$ cat config.mk
export PLATFORM = sky130hd
export DESIGN_NAME = and_chain_event_capture
export DESIGN_NICKNAME = d
export VERILOG_FILES = /design/src/rtl/and_chain_event_capture.sv
export SDC_FILE = /design/constraint.sdc
export NUM_CORES = 1
export LEC_CHECK = 0
export CAP_MARGIN = 20
export CORE_MARGIN = 5
export CORE_UTILIZATION = 55
export CTS_BUF_LIST = sky130_fd_sc_hd__clkbuf_8
export CTS_CLUSTER_DIAMETER = 40
export CTS_CLUSTER_SIZE = 14
export DETAILED_ROUTE_END_ITERATION = 16
export PLACE_DENSITY_LB_ADDON = 0.05
export SLEW_MARGIN = 40
export SYNTH_ARGS = -nofsm -noshare
export SYNTH_HDL_FRONTEND = slang
export SYNTH_SLANG_ARGS = --single-unit
$ cat constraint.sdc
create_clock -name CLK -period 3.77 [get_ports CLK]
set_input_delay 0.5655 -clock CLK [delete_from_list [all_inputs] [get_ports CLK]]
set_output_delay 0.5655 -clock CLK [all_outputs]
set_load 0.01 [all_outputs]
$ cat src/rtl/and_chain_event_capture.sv
`default_nettype none
// and_chain_event_capture: measures high runs of the AND2-chain result, snapshots the tap bus at
// run start and queues {snap, run_len} records in a FIFO drained over valid/ready.  Rev 1.0
module and_chain_event_capture #(
   parameter int CNT_WIDTH  = 8,
   parameter int FIFO_DEPTH = 4
) (
   input  logic                 CLK,
   input  logic                 RESETN,
   input  logic                 I,
   input  logic [1:0]           I1,
   input  logic                 CLEAR,
   output logic                 O_valid,
   input  logic                 O_ready,
   output logic [CNT_WIDTH+1:0] O_data,
   output logic                 OVERFLOW
);

   localparam int PTR_W = (FIFO_DEPTH > 1) ? $clog2(FIFO_DEPTH) : 1;
   localparam int REC_W = CNT_WIDTH + 2;
   localparam logic [CNT_WIDTH-1:0] CNT_MAX  = '1;
   localparam logic [PTR_W-1:0]     PTR_ONE  = PTR_W'(1);
   localparam logic [PTR_W:0]       OCC_ONE  = (PTR_W + 1)'(1);
   localparam logic [PTR_W:0]       OCC_FULL = (PTR_W + 1)'(FIFO_DEPTH);

   logic                 s_q;
   logic [1:0]           i1_q;
   logic [CNT_WIDTH-1:0] cnt;
   logic [1:0]           snap;
   logic                 overflow_q;

   logic [REC_W-1:0]     mem [FIFO_DEPTH];
   logic [PTR_W-1:0]     wr_ptr;
   logic [PTR_W-1:0]     rd_ptr;
   logic [PTR_W:0]       occ;

   logic push;
   logic pop;
   logic empty;
   logic full;
   logic push_ok;
   logic drop;

   assign empty   = (occ == '0);
   assign full    = (occ == OCC_FULL);
   assign push    = !s_q && (cnt != '0);
   assign pop     = !empty && O_ready;
   // A full FIFO still accepts a record when the head leaves on the same edge.
   assign push_ok = push && (!full || pop);
   assign drop    = push && full && !pop;

   always_ff @(posedge CLK) begin
      if (!RESETN) begin
         s_q        <= 1'b0;
         i1_q       <= 2'b00;
         cnt        <= '0;
         snap       <= 2'b00;
         overflow_q <= 1'b0;
         wr_ptr     <= '0;
         rd_ptr     <= '0;
         occ        <= '0;
      end else begin
         s_q  <= I;
         i1_q <= I1;

         if (s_q) begin
            if (cnt != CNT_MAX) begin
               cnt <= cnt + 1'b1;
            end
            if (cnt == '0) begin
               snap <= i1_q;
            end
         end else begin
            cnt <= '0;
         end

         if (drop) begin
            overflow_q <= 1'b1;
         end else if (CLEAR) begin
            overflow_q <= 1'b0;
         end

         if (push_ok) begin
            wr_ptr <= wr_ptr + PTR_ONE;
         end
         if (pop) begin
            rd_ptr <= rd_ptr + PTR_ONE;
         end
         case ({push_ok, pop})
            2'b10:   occ <= occ + OCC_ONE;
            2'b01:   occ <= occ - OCC_ONE;
            default: occ <= occ;
         endcase
      end
   end

   // Storage needs no reset: an entry is only visible after it has been written.
   always_ff @(posedge CLK) begin
      if (RESETN && push_ok) begin
         mem[wr_ptr] <= {snap, cnt};
      end
   end

   assign O_valid  = !empty;
   assign O_data   = empty ? '0 : mem[rd_ptr];
   assign OVERFLOW = overflow_q;

endmodule
`default_nettype wire

==> results by group, run 1 <==
Outcome
  – Status: complete, no violations

Routing
  – Routed wire length: 4.72 mm
  – Initial drt markers: 95
  – Met3 Wirelength: 144 um
  – DR DRC count: 0
  – DR WL met2: 2.39 mm
  – Vias: 1545
  – DR vias/cell: 5.85
  – DR top layer: met4
  – Wirelength per Cell: 17.9 um
  – Routed Antenna Nets: 0
  – Routed met1 length: 2.09 mm
  – 1st-pass router iterations: 4

Placed design
  – Placed cell areas: 2810 um2
  – Half-perimeter wire length after placement: 3.26 mm
  – Placer Congestion: 0.816
  – Port Buffers: 18

Timing
  – Final period utilization: 76.6%
  – Final Hold Fails: 0
  – Worst Tran Pin Value: 0.668 ns
  – Fmax: 346 MHz
  – Max-slew violations: 0
  – Final TNS setup: 0 ns
  – Max Clock Skew: 0.00965 ns
  – RSZ-0062 raised after global routing: no
  – Max-slew headroom: 55.2%
  – Setup-failing EPs final: 0
  – Hold slack: 0.487 ns
  – Final min period: 2.89 ns

Min path
  – Hold Crit Class: reg2reg
  – HP Start: i1_q[0]
  – Hold path cells: 2
  – Worst Hold End: snap[0]

Power and ir drop
  – NetSw: 0.000452 W
  – Pwr Density: 569 nW/um2
  – Switching fraction of total power: 26.3%
  – Worst VDD drop: 271 uV
  – Logic pwr share: 18.6%
  – Clock power share: 34.4%
  – Leak pwr: 1.08 nW
  – P_int: 0.00127 W
  – Overall power: 0.00172 W
  – Flop pwr share: 46.9%

Die
  – Row count: 25
  – IO Pins: 19
  – Die ar.: 6170 um2
  – Core Box Area: 4630 um2
  – Initial core utilization: 55.8%
  – Width of the die: 78.5 um
  – Die H: 78.5 um

Clock network
  – Clock Latency Late Sink: 0.34 ns
  – CTS tree: built
  – Clock root cell: clkbuf_8
  – PostCTS Resize Cnt: 0
  – Maximum buffer depth of the clock tree: 2
  – Num CTS Buffers: 9
  – Clock Sinks: 63
  – Hold Buf Count CTS: 0
  – Setup Fix Bufs, Post-CTS: 0
  – Reg clk slew, reported paths: 0.07 ns
  – H-tree levels: 3

Worst setup path
  – Slowest CP cell: dfxtp_1
  – Dominant delay contributor by cell family on the critical path: flip-flops
  – Worst reg-to-reg path cell count: 10
  – Crit path depth: 3
  – Reg2reg end: occ[2]
  – Crit Path Class: reg2out
  – Slowest stage delay, CP: 0.75 ns
  – Reg2reg start: cnt[0]
  – Worst R2R Setup Slack: 1.17 ns
  – Crit-path cells: mux4_2 -> and2_1 -> clkdlybuf4s50_1
  – CP startpoint kind: register
  – CP max FO: 10
  – Critical Path RT: 3.20 ns
  – Endpoint type of the worst setup path: output port
  – CP bufs+invs: 1
  – Worst EP arrival: 2.32 ns

Layout
  – ANT cells: 0
  – Final nets: 219
  – Util after Layout: 65.2%
  – Filler cells: 349
  – Area Growth Syn to Fin: 17.0%
  – Final Instance Area: 3020 um2
  – Share of post-route cells with drive strength above 1: 14.8%

Global route
  – Initial antenna violation count: 0
  – Vias in the first global route: 1572
  – First-pass GRT wire length: 7.78 mm
  – GRT Total Usage: 17.3%
  – Pin count of the biggest net entering global routing: 15
  – GR Overflow Total: 0

Logic synthesis
  – Flops & latches, synth: 63
  – Seq/Total Area, Yosys: 64.3%
  – Async S/R FF share, synth: 0%
  – Post-Syn Area: 2580 um2
  – Ys flop type: edfxtp_1
  – YS warnings: 0
  – Syn Nets: 194
  – Syn Inst Count: 180
  – Number of synthesized flops with an enable pin: 40
  – Library cells used by synthesis: 39
  – Synthesized area per cell: 14.3 um2

Run
  – Maxcap violations: 0
[flip-flops by register name (all words and copies together), names as in the netlist, named ones only]
signal	cells
cnt	8
snap	2
occ	3
rd_ptr	2
i1_q	2
wr_ptr	2
s_q	1
OVERFLOW	1
mem	40
[through the flow]
stage | worst slack (ns) | instances
global placement | 1.03 | 248
floorplan | 1.56 | 180
CTS | 0.813 | 264
detailed placement | 0.931 | 248
global route | 0.700 | 264
finish | 0.881 | 264
[cell type report]
class	count	area, um2	area share, %
tap	54	67.6	2.24
clock inverter	6	68.8	2.28
clock buffer	10	138	4.56
inverter	7	26.3	0.870
sequential	63	1660	55.0
multi-input combinational	106	878	29.1
timing repair buffer	18	180	5.97
[cell families (layout without fill, tap and decap cells)]
| logic type | Yosys count | count (layout) | share of synthesized area, % |
|---|---|---|---|
| AOI/OAI and AO/OA | 17 | 17 | 4.65 |
| xor gates and xnor gates | 5 | 5 | 1.70 |
| adders and majority gates | 7 | 7 | 3.68 |
| muxes | 16 | 16 | 11.1 |
| and+or+nand+nor | 61 | 61 | 12.9 |
| buffers and inverters | 11 | 41 | 1.65 |
| DFF | 63 | 63 | 64.3 |
[layer usage]
layer	vias up	track usage, %
li1	718	-
met1	781	21.2
met2	38	27.6
met3	8	4.24
met4	0	10.7
met5	-	0
[cells in the mapped netlist (2+ instances only)]
library cell  number  area share (%)
nor3_1             4            0.78
a211oi_1           2            0.58
mux2i_1            5             1.9
a31oi_1            4            0.97
nand2_1           10             1.5
and3_1             5             1.2
dfxtp_1           23              18
mux4_2            10             8.7
edfxtp_1          40              47
xnor2_1            2            0.68
ha_1               6             2.9
nand3_1            5            0.97
inv_1              6            0.87
a21oi_1            3            0.58
o211ai_1           2            0.58
and2_1            13             3.1
xor2_1             3             1.0
nor2_1            15             2.2
clkbuf_1           2            0.29
[worst max-delay path by stage]
stage / startpoint / to / slack, ns
global route: register / O_data[6] / 0.70
finish: register / O_data[3] / 0.88
detailed placement: O_ready / mem[0][1] / 0.93
floorplan: cnt[0] / occ[2] / 1.56
CTS: register / O_data[6] / 0.81
global placement: O_ready / mem[0][5] / 1.03
[cells in the final DEF, fill, tap and decap left out, types with 5 or more instances in the layout]
cell type,count
nand3_1,5
clkbuf_8,10
nor2_1,15
mux2i_1,5
dfxtp_1,23
mux4_2,10
and3_1,5
clkdlybuf4s50_1,18
and2_1,13
nand2_1,10
ha_1,6
inv_1,6
edfxtp_1,40
[worst min-delay path: stages, from the launching register on]
cell and delay, ns:
dfxtp_1 0.32, mux2i_1 0.06, nor2_1 0.08
[power groups by stage]
stage / logic, W / registers, W / clock network [W]
2_1_floorplan: 0.000229 / 0.000787 / 0
6_report: 0.000320 / 0.000806 / 0.000591
3_3_place_gp: 0.000310 / 0.000820 / 0
5_1_grt: 0.000352 / 0.000816 / 0.000635
3_5_place_dp: 0.000324 / 0.000823 / 0
4_1_cts: 0.000326 / 0.000808 / 0.000603
Power figures use the tool's default switching activity.
==> inputs of run 2 (changes only) <==
--- a/config.mk
+++ b/config.mk
@@ -7,7 +7,7 @@
 export LEC_CHECK = 0
 export CAP_MARGIN = 20
 export CORE_MARGIN = 5
-export CORE_UTILIZATION = 55
+export CORE_UTILIZATION = 54
 export CTS_BUF_LIST = sky130_fd_sc_hd__clkbuf_8
 export CTS_CLUSTER_DIAMETER = 40
 export CTS_CLUSTER_SIZE = 14
==> constraint.sdc (replaced) <==
create_clock -name CLK -period 2.5 [get_ports CLK]
set_input_delay 0.375 -clock CLK [delete_from_list [all_inputs] [get_ports CLK]]
set_output_delay 0.375 -clock CLK [all_outputs]
set_load 0.01 [all_outputs]
==> run 2 against run 1 <==
Global-route usage down 0.71 points. Core utilization up 0.62 points. Die area up 1.6%. Wire length down 3.4%. Clock-buffer cell count unchanged. Critical path depth unchanged. Register-to-register slack worse by 1.0 ns. Highest routed layer unchanged.
==> results by group, run 2 (synthesis gave the netlist of run 1 again) <==
Timing
  – Final Hold Fails: 0 (unchanged)
  – RSZ-0062 raised after global routing: no (unchanged)
  – Max-slew headroom: 65.3% (was 55.2%)
  – Final period utilization: 95.3%
  – Max-slew violations: 0 (unchanged)
  – Final min period: 2.38 ns
  – Max Clock Skew: 0.00882 ns (was 0.00965 ns)
  – Fmax: 420 MHz
  – Hold slack: 0.480 ns (was 0.487 ns)
  – Worst Tran Pin Value: 0.521 ns (was 0.668 ns)
  – Setup-failing EPs final: 0 (unchanged)

Worst setup path
  – CP startpoint kind: register (unchanged)
  – Endpoint type of the worst setup path: output port (unchanged)
  – Slowest CP cell: dfxtp_1 (unchanged)
  – Critical Path RT: 2.12 ns (was 3.20 ns)
  – Dominant delay contributor by cell family on the critical path: flip-flops (unchanged)
  – Reg2reg start: cnt[0] (unchanged)
  – Slowest stage delay, CP: 0.64 ns (was 0.75 ns)
  – CP bufs+invs: 1 (unchanged)
  – Crit-path cells: mux4_2 -> and2_1 -> clkdlybuf4s50_1 (unchanged)
  – Worst reg-to-reg path cell count: 10 (unchanged)
  – Worst EP arrival: 2.01 ns (was 2.32 ns)
  – Crit Path Class: reg2out (unchanged)
  – Worst R2R Setup Slack: 0.14 ns (was 1.17 ns)
  – CP max FO: 10 (unchanged)
  – Reg2reg end: occ[2] (unchanged)

Power and ir drop
  – Leak pwr: 1.14 nW (was 1.08 nW)
  – Pwr Density: 839 nW/um2 (was 569 nW/um2)
  – Worst VDD drop: 525 uV (was 271 uV)
  – Overall power: 0.00259 W (was 0.00172 W)

Placed design
  – Placer Congestion: 0.810 (was 0.816)
  – Port Buffers: 18 (unchanged)
  – DP Cell Count: 257 (was 248)
  – Half-perimeter wire length after placement: 3.18 mm (was 3.26 mm)

Routing
  – DR vias/cell: 5.67 (was 5.85)
  – Routed wire length: 4.55 mm (was 4.72 mm)
  – DR DRC count: 0 (unchanged)
  – Wirelength per Cell: 16.7 um (was 17.9 um)
  – 1st-pass router iterations: 4 (unchanged)
  – Routed Antenna Nets: 0 (unchanged)
  – Vias: 1548 (was 1545)
  – Initial drt markers: 96 (was 95)

Layout
  – Most flop-heavy register: mem (unchanged)
  – Non-Filler Instances: 273 (was 264)
  – Util after Layout: 65.9% (was 65.2%)
  – ANT cells: 0 (unchanged)
  – Final nets: 228 (was 219)
  – Area Growth Syn to Fin: 19.7% (was 17.0%)
  – Largest register FFs: 40 (unchanged)
  – Share of post-route cells with drive strength above 1: 18.7% (was 14.8%)
  – Leading cell types in the layout, fill and taps excluded: 40 x edfxtp_1, 22 x dfxtp_1, 18 x clkdlybuf4s50_1 (was 40 x edfxtp_1, 23 x dfxtp_1, 18 x clkdlybuf4s50_1)
  – Regs by FF count: mem (40), cnt (8), occ (3) (unchanged)
  – Most common cell after layout, fill and taps aside: edfxtp_1 (unchanged)

Min path
  – Hold path cells: 2 (unchanged)
  – HP Start: i1_q[1] (was i1_q[0])
  – Hold Crit Class: reg2reg (unchanged)
  – Worst Hold End: snap[1] (was snap[0])

Outcome
  – Status: complete, no violations (unchanged)

Clock network
  – Hold Buf Count CTS: 0 (unchanged)
  – Clock root cell: clkbuf_8 (unchanged)
  – H-tree levels: 3 (unchanged)
  – Reg clk slew, reported paths: 0.07 ns (about the same)
  – Clock Latency Late Sink: 0.33 ns (was 0.34 ns)
  – Clock Sinks: 63 (unchanged)
  – Maximum buffer depth of the clock tree: 2 (unchanged)
  – CTS tree: built (unchanged)
  – Num CTS Buffers: 9 (unchanged)

Global route
  – GR Overflow Total: 0 (unchanged)
  – Initial antenna violation count: 0 (unchanged)
  – GRT Total Usage: 16.6% (was 17.3%)
  – First-pass GRT wire length: 7.76 mm (was 7.78 mm)
  – Vias in the first global route: 1553 (was 1572)
  – Pin count of the biggest net entering global routing: 15 (unchanged)

Die
  – Initial core utilization: 55.0% (was 55.8%)
  – Die H: 79.2 um (was 78.5 um)
  – Row count: 25 (unchanged)
  – Core Box Area: 4690 um2 (was 4630 um2)
  – Width of the die: 79.2 um (was 78.5 um)
  – Die ar.: 6270 um2 (was 6170 um2)
  – IO Pins: 19 (unchanged)

Run
  – Maxcap violations: 0 (unchanged)
run 2: cell count changes in the layout (fill, tap and decap cells not counted):
cell        delta
buf_4          +8
clkinv_2       +3
clkinv_4       -2
a21oi_2        -1
a21oi_4        +1
buf_6          +1
clkinvlp_4     -1
dfxtp_1        -1
dfxtp_2        +1
run 2: per-layer routing:
layer | global-route usage, % | wire length [um] | vias to the layer above
li1 | - | - | 740
met1 | 21.6 | 2030 | 767
met2 | 26.0 | 2240 | 33
met3 | 3.74 | 191 | 8
met4 | 8.76 | 88 | 0
met5 | 0 | 0 | -
run 2: worst max path at each step:
stage          cells after the start        end  startpoint  slack (ns)
2_1_floorplan                     10     occ[2]      cnt[0]        0.29
3_3_place_gp                       4  mem[0][5]     O_ready        0.14
3_5_place_dp                      10     occ[2]      cnt[0]       -0.06
4_1_cts                            4  O_data[1]    register        0.05
5_1_grt                            3  O_data[2]    register        0.02
6_report                           3  O_data[1]    register        0.12
run 2: cell type report:
cell class	count	area (um2)
inverters	7	26.3
clock inverters	6	58.8
repair buffers	27	251
multi-input cells	106	886
well taps	54	67.6
flip-flops and latches	63	1660
clock buffers	10	138
fillers	356	1600
run 2: timing repair:
item | CTS | global route
endpoints found under the setup margin | 1 | 9
gates resized for setup | 1 | 2
pin swaps | 0 | 0
setup buffers | 0 | 0
run 2: worst register-to-register path: cells and delay by family, from the launching register on:
kind	cells	cell delay, ns
simple gates	4	0.72
fa+ha+maj	2	0.59
buf+inv	2	0.20
compound gates	2	0.38
flops	1	0.41
run 2: through the flow:
stage                     area (um2)  TNS, ns  setup slack, ns
after floorplan                 2580        0            0.286
after global placement          2880        0            0.136
after detailed placement        2880  -0.0605          -0.0605
after CTS                       3080        0           0.0464
after global routing            3090        0           0.0208
final                           3090        0            0.118
run 2: report_power, final:
part / internal, W / switching [W]
Clock: 0.000482 / 0.000375
Sequential: 0.00114 / 0.0000474
Combinational: 0.000315 / 0.000238
Total: 0.00193 / 0.000661
